$ cat config.mk
export PLATFORM = sky130hd
export DESIGN_NAME = snoop_coordinator
export DESIGN_NICKNAME = d
export VERILOG_FILES = /design/src/rtl/snoop_coordinator_pkg.sv /design/src/rtl/snoop_resp_mux.sv /design/src/rtl/snoop_coordinator.sv
export SDC_FILE = /design/constraint.sdc
export NUM_CORES = 1
export LEC_CHECK = 0
export CORE_AREA = 2 2 203 205
export CTS_BUF_LIST = sky130_fd_sc_hd__clkbuf_8
export CTS_CLUSTER_SIZE = 16
export DETAILED_ROUTE_END_ITERATION = 12
export DIE_AREA = 0 0 205 207
export PLACE_DENSITY = 0.53
export REMOVE_ABC_BUFFERS = 1
export SLEW_MARGIN = 20
export SYNTH_ARGS = -nofsm -noshare
export SYNTH_HDL_FRONTEND = slang
export SYNTH_HIERARCHICAL = 1
export SYNTH_SLANG_ARGS = --single-unit
export TNS_END_PERCENT = 100
$ cat constraint.sdc
create_clock -name clk_i -period 6.8 [get_ports clk_i]
set_input_delay 2.04 -clock clk_i [delete_from_list [all_inputs] [get_ports clk_i]]
set_output_delay 2.04 -clock clk_i [all_outputs]
set_load 0.005 [all_outputs]
$ cat src/rtl/snoop_coordinator_pkg.sv
// ---------------------------------------------------------------------------
// snoop_coordinator_pkg
//   Shared cache-coherence types for the snoop bus: bus request kinds, MESI
//   block states, the broadcast packet layout, the coordinator FSM encoding
//   and the per-beat address increment helper.
//   Optional feature macro used by the coordinator: SNOOP_TIMEOUT_EN.
// ---------------------------------------------------------------------------
package snoop_coordinator_pkg;

    typedef enum logic [1:0] {
        BUS_RD   = 2'd0,
        BUS_RDX  = 2'd1,
        BUS_UPGR = 2'd2,
        BUS_WB   = 2'd3
    } bus_req_type_t;

    typedef enum logic [1:0] {
        BLK_I = 2'd0,
        BLK_S = 2'd1,
        BLK_E = 2'd2,
        BLK_M = 2'd3
    } block_state_t;

    // Broadcast packet: block/beat byte address in the upper bits, request kind below.
    typedef struct packed {
        logic [31:0]   addr;
        bus_req_type_t req_type;
    } cache_bus_pkt_t;

    localparam int cache_bus_pkt_width = $bits(cache_bus_pkt_t);

    typedef enum logic [1:0] {
        s_idle  = 2'd0,
        s_check = 2'd1,
        s_wait  = 2'd2,
        s_data  = 2'd3
    } coord_state_t;

    localparam int word_bytes_lp = 4;

    // Byte distance between consecutive data beats.
    function automatic logic [31:0] beat_addr_incr(input int dma_words);
        return 32'(dma_words * word_bytes_lp);
    endfunction

endpackage

$ cat src/rtl/snoop_resp_mux.sv
// ---------------------------------------------------------------------------
// snoop_resp_mux
//   Reduces the per-cache snoop responses under an enable mask.
//   Ports:
//     mask_i        enabled caches (requester and, during data, non-owners cleared)
//     hit_i/wait_i/valid_i  per-cache response bits
//     data_i        per-cache data beats, cache i at [i*data_width_p +: data_width_p]
//     hit_any_o, wait_any_o, data_any_o  OR of the masked vectors
//     owner_oh_o    masked valid vector (one-hot when well formed)
//     multi_err_o   more than one enabled cache drove data
//     data_o        OR of the data of every enabled, valid cache
// ---------------------------------------------------------------------------
module snoop_resp_mux #(
    parameter int num_caches_p = 4,
    parameter int data_width_p = 64
) (
    input  logic [num_caches_p-1:0]              mask_i,
    input  logic [num_caches_p-1:0]              hit_i,
    input  logic [num_caches_p-1:0]              wait_i,
    input  logic [num_caches_p-1:0]              valid_i,
    input  logic [num_caches_p*data_width_p-1:0] data_i,
    output logic                                 hit_any_o,
    output logic                                 wait_any_o,
    output logic                                 data_any_o,
    output logic [num_caches_p-1:0]              owner_oh_o,
    output logic                                 multi_err_o,
    output logic [data_width_p-1:0]              data_o
);

    logic [num_caches_p-1:0] valid_m;

    assign valid_m     = valid_i & mask_i;
    assign hit_any_o   = |(hit_i & mask_i);
    assign wait_any_o  = |(wait_i & mask_i);
    assign data_any_o  = |valid_m;
    assign owner_oh_o  = valid_m;
    // Clearing the lowest set bit leaves something only if two or more were set.
    assign multi_err_o = |(valid_m & (valid_m - num_caches_p'(1)));

    always_comb begin
        // NOTE: every always_comb output gets a default before any conditional
        // update, so no path leaves it unassigned and no latch is inferred.
        data_o = '0;
        for (int i = 0; i < num_caches_p; i++) begin
            if (valid_m[i]) begin
                data_o = data_o | data_i[i*data_width_p +: data_width_p];
            end
        end
    end

endmodule

$ cat src/rtl/snoop_coordinator.sv
// ---------------------------------------------------------------------------
// snoop_coordinator
//   Broadcasts the arbiter's winning request to every non-requesting cache,
//   merges the wait/hit/data responses into one coherence response, and
//   forwards dirty-block beats to the requester and the memory writeback port.
//   Optional feature: define SNOOP_TIMEOUT_EN to abort a snoop whose wait or
//   data phase stalls for timeout_p cycles (sets snoop_err_o).
//   Ports:
//     clk_i, nreset_i                 clock, asynchronous active-low reset
//     req_valid_i/req_id_i/req_pkt_i  winning request; req_ready_o in s_idle
//     sb_valid_o/sb_tx_begin_o/sb_last_rx_o/sb_bus_pkt_o  broadcast side
//     sb_wait_i/sb_hit_i/sb_valid_i/sb_data_i             per-cache responses
//     resp_*_o                        merged response and forwarded beats
//     mem_wb_*_o                      writeback beats (no backpressure)
//     snoop_err_o                     sticky protocol-error flag
// ---------------------------------------------------------------------------
module snoop_coordinator
    import snoop_coordinator_pkg::*;
#(
    parameter int num_caches_p     = 4,
    parameter int dma_data_width_p = 2,
    parameter int block_words_p    = 8,
    parameter int timeout_p        = 256
) (
    input  logic                                       clk_i,
    input  logic                                       nreset_i,
    input  logic                                       req_valid_i,
    input  logic [$clog2(num_caches_p)-1:0]            req_id_i,
    input  logic [cache_bus_pkt_width-1:0]             req_pkt_i,
    output logic                                       req_ready_o,
    output logic [num_caches_p-1:0]                    sb_valid_o,
    output logic                                       sb_tx_begin_o,
    output logic [num_caches_p-1:0]                    sb_last_rx_o,
    output logic [cache_bus_pkt_width-1:0]             sb_bus_pkt_o,
    input  logic [num_caches_p-1:0]                    sb_wait_i,
    input  logic [num_caches_p-1:0]                    sb_hit_i,
    input  logic [num_caches_p-1:0]                    sb_valid_i,
    input  logic [num_caches_p*dma_data_width_p*32-1:0] sb_data_i,
    output logic                                       resp_valid_o,
    output logic                                       resp_shared_o,
    output logic                                       resp_dirty_o,
    output logic                                       resp_data_valid_o,
    output logic [dma_data_width_p*32-1:0]             resp_data_o,
    output logic                                       mem_wb_valid_o,
    output logic [31:0]                                mem_wb_addr_o,
    output logic [dma_data_width_p*32-1:0]             mem_wb_data_o,
    output logic                                       snoop_err_o
);

    localparam int                  beat_w_lp    = dma_data_width_p * 32;
    localparam int                  beats_lp     = block_words_p / dma_data_width_p;
    localparam int                  cnt_w_lp     = $clog2(beats_lp) + 1;
    localparam logic [31:0]         addr_incr_lp = beat_addr_incr(dma_data_width_p);
    localparam logic [cnt_w_lp-1:0] last_cnt_lp  = cnt_w_lp'(beats_lp - 1);

    coord_state_t                  state_r, state_n;
    cache_bus_pkt_t                pkt_r;
    logic [$clog2(num_caches_p)-1:0] req_id_r;
    logic [num_caches_p-1:0]       owner_r;
    logic [cnt_w_lp-1:0]           beat_cnt_r;
    logic                          hit_any_r;
    logic                          dirty_resp_r;
    logic                          err_r;

    logic [num_caches_p-1:0] req_mask_r;
    logic [num_caches_p-1:0] mux_mask;
    logic                    hit_any, wait_any, data_any, multi_err;
    logic [num_caches_p-1:0] owner_oh;
    logic [beat_w_lp-1:0]    data_or;
    logic                    clean_resp, beat, last_beat, err_set, tmo_hit;

    // Responders never include the requester.
    assign req_mask_r = ~(num_caches_p'(1) << req_id_r);
    // Once an owner is chosen only its beats are forwarded.
    assign mux_mask   = (state_r == s_data) ? owner_r : req_mask_r;

    snoop_resp_mux #(
        .num_caches_p (num_caches_p),
        .data_width_p (beat_w_lp)
    ) u_resp_mux (
        .mask_i      (mux_mask),
        .hit_i       (sb_hit_i),
        .wait_i      (sb_wait_i),
        .valid_i     (sb_valid_i),
        .data_i      (sb_data_i),
        .hit_any_o   (hit_any),
        .wait_any_o  (wait_any),
        .data_any_o  (data_any),
        .owner_oh_o  (owner_oh),
        .multi_err_o (multi_err),
        .data_o      (data_or)
    );

`ifdef SNOOP_TIMEOUT_EN
    localparam int tmo_w_lp = $clog2(timeout_p + 1);
    logic [tmo_w_lp-1:0] tmo_cnt_r;

    assign tmo_hit = ((state_r == s_wait) || (state_r == s_data)) &&
                     (tmo_cnt_r == tmo_w_lp'(timeout_p - 1));

    always_ff @(posedge clk_i or negedge nreset_i) begin
        if (!nreset_i) begin
            tmo_cnt_r <= '0;
        end else if ((state_n != state_r) || beat) begin
            tmo_cnt_r <= '0;
        end else if ((state_r == s_wait) || (state_r == s_data)) begin
            tmo_cnt_r <= tmo_cnt_r + tmo_w_lp'(1);
        end
    end
`else
    logic unused_timeout;
    assign unused_timeout = (timeout_p > 0);
    assign tmo_hit        = 1'b0;
`endif

    always_comb begin
        state_n       = state_r;
        req_ready_o   = 1'b0;
        sb_tx_begin_o = 1'b0;
        sb_valid_o    = '0;
        sb_bus_pkt_o  = pkt_r;
        clean_resp    = 1'b0;
        beat          = 1'b0;
        err_set       = 1'b0;
        unique case (state_r)
            s_idle: begin
                req_ready_o  = 1'b1;
                sb_bus_pkt_o = '0;
                // No transaction is open, so any data (outside the new requester's own) is illegal.
                err_set = |(sb_valid_i & (req_valid_i ? ~(num_caches_p'(1) << req_id_i) : '1));
                if (req_valid_i) begin
                    sb_tx_begin_o = 1'b1;
                    sb_valid_o    = ~(num_caches_p'(1) << req_id_i);
                    sb_bus_pkt_o  = req_pkt_i;
                    state_n       = s_check;
                end
            end
            s_check: begin
                sb_valid_o = req_mask_r;
                err_set    = data_any;
                if (!wait_any) begin
                    clean_resp = 1'b1;
                    state_n    = s_idle;
                end else begin
                    state_n = s_wait;
                end
            end
            s_wait: begin
                sb_valid_o = req_mask_r;
                err_set    = multi_err;
                if (data_any) begin
                    beat    = 1'b1;
                    state_n = s_data;
                end else if (!wait_any) begin
                    clean_resp = 1'b1;
                    state_n    = s_idle;
                end
            end
            s_data: begin
                sb_valid_o = req_mask_r;
                err_set    = |(sb_valid_i & req_mask_r & ~owner_r);
                beat       = data_any;
            end
            default: state_n = s_idle;
        endcase

        last_beat = beat && (beat_cnt_r == last_cnt_lp);
        if (last_beat) begin
            state_n = s_idle;
        end
        if (tmo_hit && !beat && (state_n == state_r)) begin
            state_n    = s_idle;
            clean_resp = 1'b1;
            err_set    = 1'b1;
        end
    end

    always_ff @(posedge clk_i or negedge nreset_i) begin
        if (!nreset_i) begin
            state_r      <= s_idle;
            pkt_r        <= '0;
            req_id_r     <= '0;
            owner_r      <= '0;
            beat_cnt_r   <= '0;
            hit_any_r    <= 1'b0;
            dirty_resp_r <= 1'b0;
            err_r        <= 1'b0;
        end else begin
            // NOTE: sequential state uses non-blocking assignments so every
            // register samples pre-edge values regardless of statement order.
            state_r      <= state_n;
            dirty_resp_r <= last_beat;
            err_r        <= err_r | err_set;
            if ((state_r == s_idle) && req_valid_i) begin
                pkt_r    <= req_pkt_i;
                req_id_r <= req_id_i;
            end
            if (state_r == s_check) begin
                hit_any_r <= hit_any;
            end
            if ((state_r == s_wait) && data_any) begin
                owner_r <= owner_oh;
            end
            if (beat) begin
                pkt_r.addr <= pkt_r.addr + addr_incr_lp;
            end
            if (state_n == s_idle) begin
                beat_cnt_r <= '0;
            end else if (beat) begin
                beat_cnt_r <= beat_cnt_r + cnt_w_lp'(1);
            end
        end
    end

    // The dirty response trails the last beat by one cycle; a clean one is immediate.
    assign resp_valid_o      = clean_resp | dirty_resp_r;
    assign resp_dirty_o      = dirty_resp_r;
    // In s_check the hit register is still being loaded, so bypass it.
    assign resp_shared_o     = resp_valid_o & ((state_r == s_check) ? hit_any : hit_any_r);
    assign resp_data_valid_o = beat;
    assign resp_data_o       = beat ? data_or : '0;
    assign mem_wb_valid_o    = beat;
    assign mem_wb_addr_o     = beat ? pkt_r.addr : '0;
    assign mem_wb_data_o     = beat ? data_or : '0;
    assign sb_last_rx_o      = ((state_r == s_data) && (beat_cnt_r == last_cnt_lp)) ? owner_r : '0;
    assign snoop_err_o       = err_r;

endmodule

==> flow_metrics.py, run 1 <==
metrics = {
    "placement": {
        "port_buffers": 516,
        "gp_congestion": 0.903,
        "hpwl_mm": 33.8,
    },
    "clock_tree": {
        "post_cts_resized": 0,
        "clock_sinks": 48,
        "cts_setup_buffers": 0,
        "cts-hold-fix-buffers": 0,
        "h-tree-depth": 2,
        "path_clk_slew_ns": 0.10,
        "clockBufferDepth": 2,
        "clock_latency_ns": 0.31,
        "numCtsBuffers": 5,
        "cts_tree": "built",
        "cts-root-buf": "clkbuf_8",
    },
    "power_and_ir_drop": {
        "ir_drop_mv": 0.204,
        "powerDensity_mw_per_mm2": 408,
        "power_leakage_nw": 4.38,
        "power_w": 0.00473,
    },
    "die": {
        "die_y_um": 207,
        "dieArea_mm2": 0.0424,
        "num_io_pins": 517,
        "num_rows": 74,
        "die_x_um": 205,
        "core-area_mm2": 0.0404,
        "start_util_pct": 16.0,
    },
    "sta": {
        "fmax_ghz": 0.155,
        "relSlewSlack_pct": 28.6,
        "maxSlewViolCount": 0,
        "whs_ns": 0.508,
        "grt_setup_unrepaired": "no",
        "finalHoldViolCount": 0,
        "finClkSkew_ns": 0.0128,
        "tightest_slew_ns": 1.07,
        "setup_viol": 0,
        "period_share_pct": 94.7,
        "period_needed_ns": 6.44,
    },
    "synth": {
        "synth_top_family_by_area": "simple AND/OR/NAND/NOR gates",
        "yosysWarnings": 6,
        "synth_area_mm2": 0.00644,
        "syn_inst": 1001,
        "synth_common_cells": "276 x nand3_1, 76 x nand4_1, 74 x nand2_1, 69 x buf_4, 68 x and2_1",
        "synth_cell_types": 55,
        "synth_area_leaders": "nand3_1 21%, dfrtp_1 19%, buf_4 8.0%",
        "synth_compound_area_share_pct": 12.9,
        "synth_top_cell_area_share_pct": 21.4,
        "ys.flop_type": "dfrtp_1",
        "synth-edff-count": 0,
        "synth_fa_ha_area_share_pct": 1.36,
        "synth_seq_area_share_pct": 18.6,
        "synthSimpleGateAreaFrac_pct": 48.5,
        "synth_xor_area_share_pct": 0.136,
        "async_flop_share_pct": 100,
        "ys_ff_latch": 48,
        "muxShareOfSynthArea_pct": 1.71,
        "synth_area_per_cell_um2": 6.44,
        "synth_area_leader_cell": "nand3_1",
        "synth_most_common_cell": "nand3_1",
    },
    "global_routing": {
        "grt_max_degree": 71,
        "antenna_found_initial": 13,
        "grt_pass1_vias": 9205,
        "grt.total_usage_pct": 19.4,
        "grt_pass1_wl_mm": 62.4,
        "grt.overflow.total": 0,
    },
    "outcome": {
        "status": "completed",
    },
    "critical_path": {
        "path_max_fanout": 20,
        "cp.arrival_ns": 4.40,
        "crit_required_ns": 4.76,
        "startpoint_type": "input pin",
        "r2r_setup_slack_ns": 2.24,
        "cp-end-kind": "output pin",
        "worst-setup-path-type": "in -> out",
    },
    "route": {
        "drt-initial-drc-count": 668,
        "routedWlPerCell_um": 22.5,
        "avgViaCountPerCell": 4.75,
        "vias": 9141,
        "drt_pass1_iterations": 5,
        "antenna_left": 0,
        "post-route-drc-count": 0,
        "routed_wl_mm": 43.2,
    },
    "cells_and_area": {
        "areaGrowthSynthToFinish_pct": 80.0,
        "drive_above_1_share_pct": 3.97,
        "nets": 1698,
    },
    "flow_run": {
        "max_cap_violations": 0,
    },
    "worst_hold_path": {
        "hold_path_class": "reg -> reg",
    },
}
-- layout make-up --
| cell class | instances | area, um^2 |
|---|---|---|
| flip-flops and latches | 48 | 1200 |
| inverters | 43 | 161 |
| diodes | 10 | 25.0 |
| clock buffers | 6 | 82.6 |
| fillers | 4485 | 28800 |
| repair buffers | 532 | 5270 |
| clock inverters | 1 | 8.76 |
| multi-input cells | 754 | 4180 |
| well taps | 532 | 666 |
-- metal layers --
layer  up-vias  track usage [%]  part of all wire [%]
met4         4             3.75                   1.6
met5         -                0                 0.060
li1       4271                -                     -
met1      4411             23.6                    40
met3        37             3.24                   7.1
met2       418             35.7                    51
-- metrics by stage --
step | instances | TNS [ns] | worst slack, ns | cell area (um^2) | util [%]
floorplan | 845 | -70.12 | -0.544 | 5520 | -
global placement | 1909 | 0 | 0.294 | 11500 | 28.4
detailed placement | 1909 | 0 | 0.287 | 11500 | 28.4
CTS | 1916 | 0 | 0.283 | 11600 | 28.7
global route | 1921 | 0 | 0.178 | 11600 | 28.7
finish | 1926 | 0 | 0.363 | 11600 | 28.7
-- layout by cell type (no fill, tap or decap), types with 2 or more instances in the layout --
cell,instances
a211oi_1,8
a21boi_0,2
a21o_1,2
a21oi_1,21
a221oi_1,2
a222oi_1,2
a22oi_1,11
a311oi_1,4
a31oi_1,5
and2_1,68
and3_1,7
buf_2,5
buf_4,15
clkbuf_8,6
clkdlybuf4s50_1,511
dfrtp_1,48
diode_2,10
ha_1,6
inv_1,41
inv_2,2
mux2_2,7
mux2i_1,2
nand2_1,74
nand2b_1,5
nand3_1,276
nand4_1,76
nor2_1,65
nor2_2,2
nor2b_1,5
nor3_1,15
nor4_1,2
o211ai_1,4
o21ai_0,54
o221a_2,2
o22ai_1,5
-- worst max-delay path, stage by stage --
cell             delay (ns)
clkdlybuf4s50_1        0.75
nand2_2                0.11
inv_2                  0.41
buf_4                  0.28
nand2_1                0.06
o21ai_0                0.15
clkdlybuf4s50_1        0.58
-- power breakdown --
| part | switching (W) | leakage, nW | total (W) | internal (W) |
|---|---|---|---|---|
| clock network | 0.000105 | 0.0473 | 0.000186 | 0.0000815 |
| logic | 0.00209 | 3.77 | 0.00401 | 0.00192 |
| registers | 0.000129 | 0.562 | 0.000539 | 0.000410 |
| total | 0.00232 | 4.38 | 0.00473 | 0.00241 |
-- registers in the layout (all words and copies together), names as in the netlist --
name,flops
pkt_r,34
owner_r,4
beat_cnt_r,3
req_id_r,2
state_r,2
hit_any_r,1
resp_dirty_o,1
snoop_err_o,1
-- logic make-up after synthesis --
| logic type | Yosys count |
|---|---|
| multiplexers | 10 |
| buffers and inverters | 199 |
| XOR/XNOR | 1 |
| flip-flops | 48 |
| adder cells (fa/ha/maj) | 7 |
| AND/OR/NAND/NOR | 605 |
| AO/OA/AOI/OAI | 131 |
-- path summary, 6_finish.rpt --
check / startpoint / endpoint / depth (start not counted)
setup / recovery: req_valid_i / sb_bus_pkt_o[18] / 7
hold / removal: hit_any_r$_DFF_PN0_ / hit_any_r$_DFF_PN0_ / 1
setup reg to reg: state_r[0]$_DFF_PN0_ / pkt_r[29]$_DFFE_PN0P_ / 11
hold reg to reg: hit_any_r$_DFF_PN0_ / hit_any_r$_DFF_PN0_ / 1
max in group asynchronous: nreset_i / owner_r[2]$_DFFE_PN0P_ / 2
min in group asynchronous: nreset_i / pkt_r[23]$_DFFE_PN0P_ / 2
Note: power is estimated with default switching activity, not from simulation.
==> run 2: changes to the inputs <==
Settings changed: CTS_BUF_LIST sky130_fd_sc_hd__clkbuf_8 to sky130_fd_sc_hd__clkbuf_4 sky130_fd_sc_hd__clkbuf_8.
==> results of run 2 <==
The final DEF is identical to that of run 1; final timing and power are the same.
==> run 3: changes to the inputs <==
Settings changed: CTS_CLUSTER_DIAMETER set to 50.
==> results of run 3 <==
The final DEF is identical to that of run 1; final timing and power are the same.
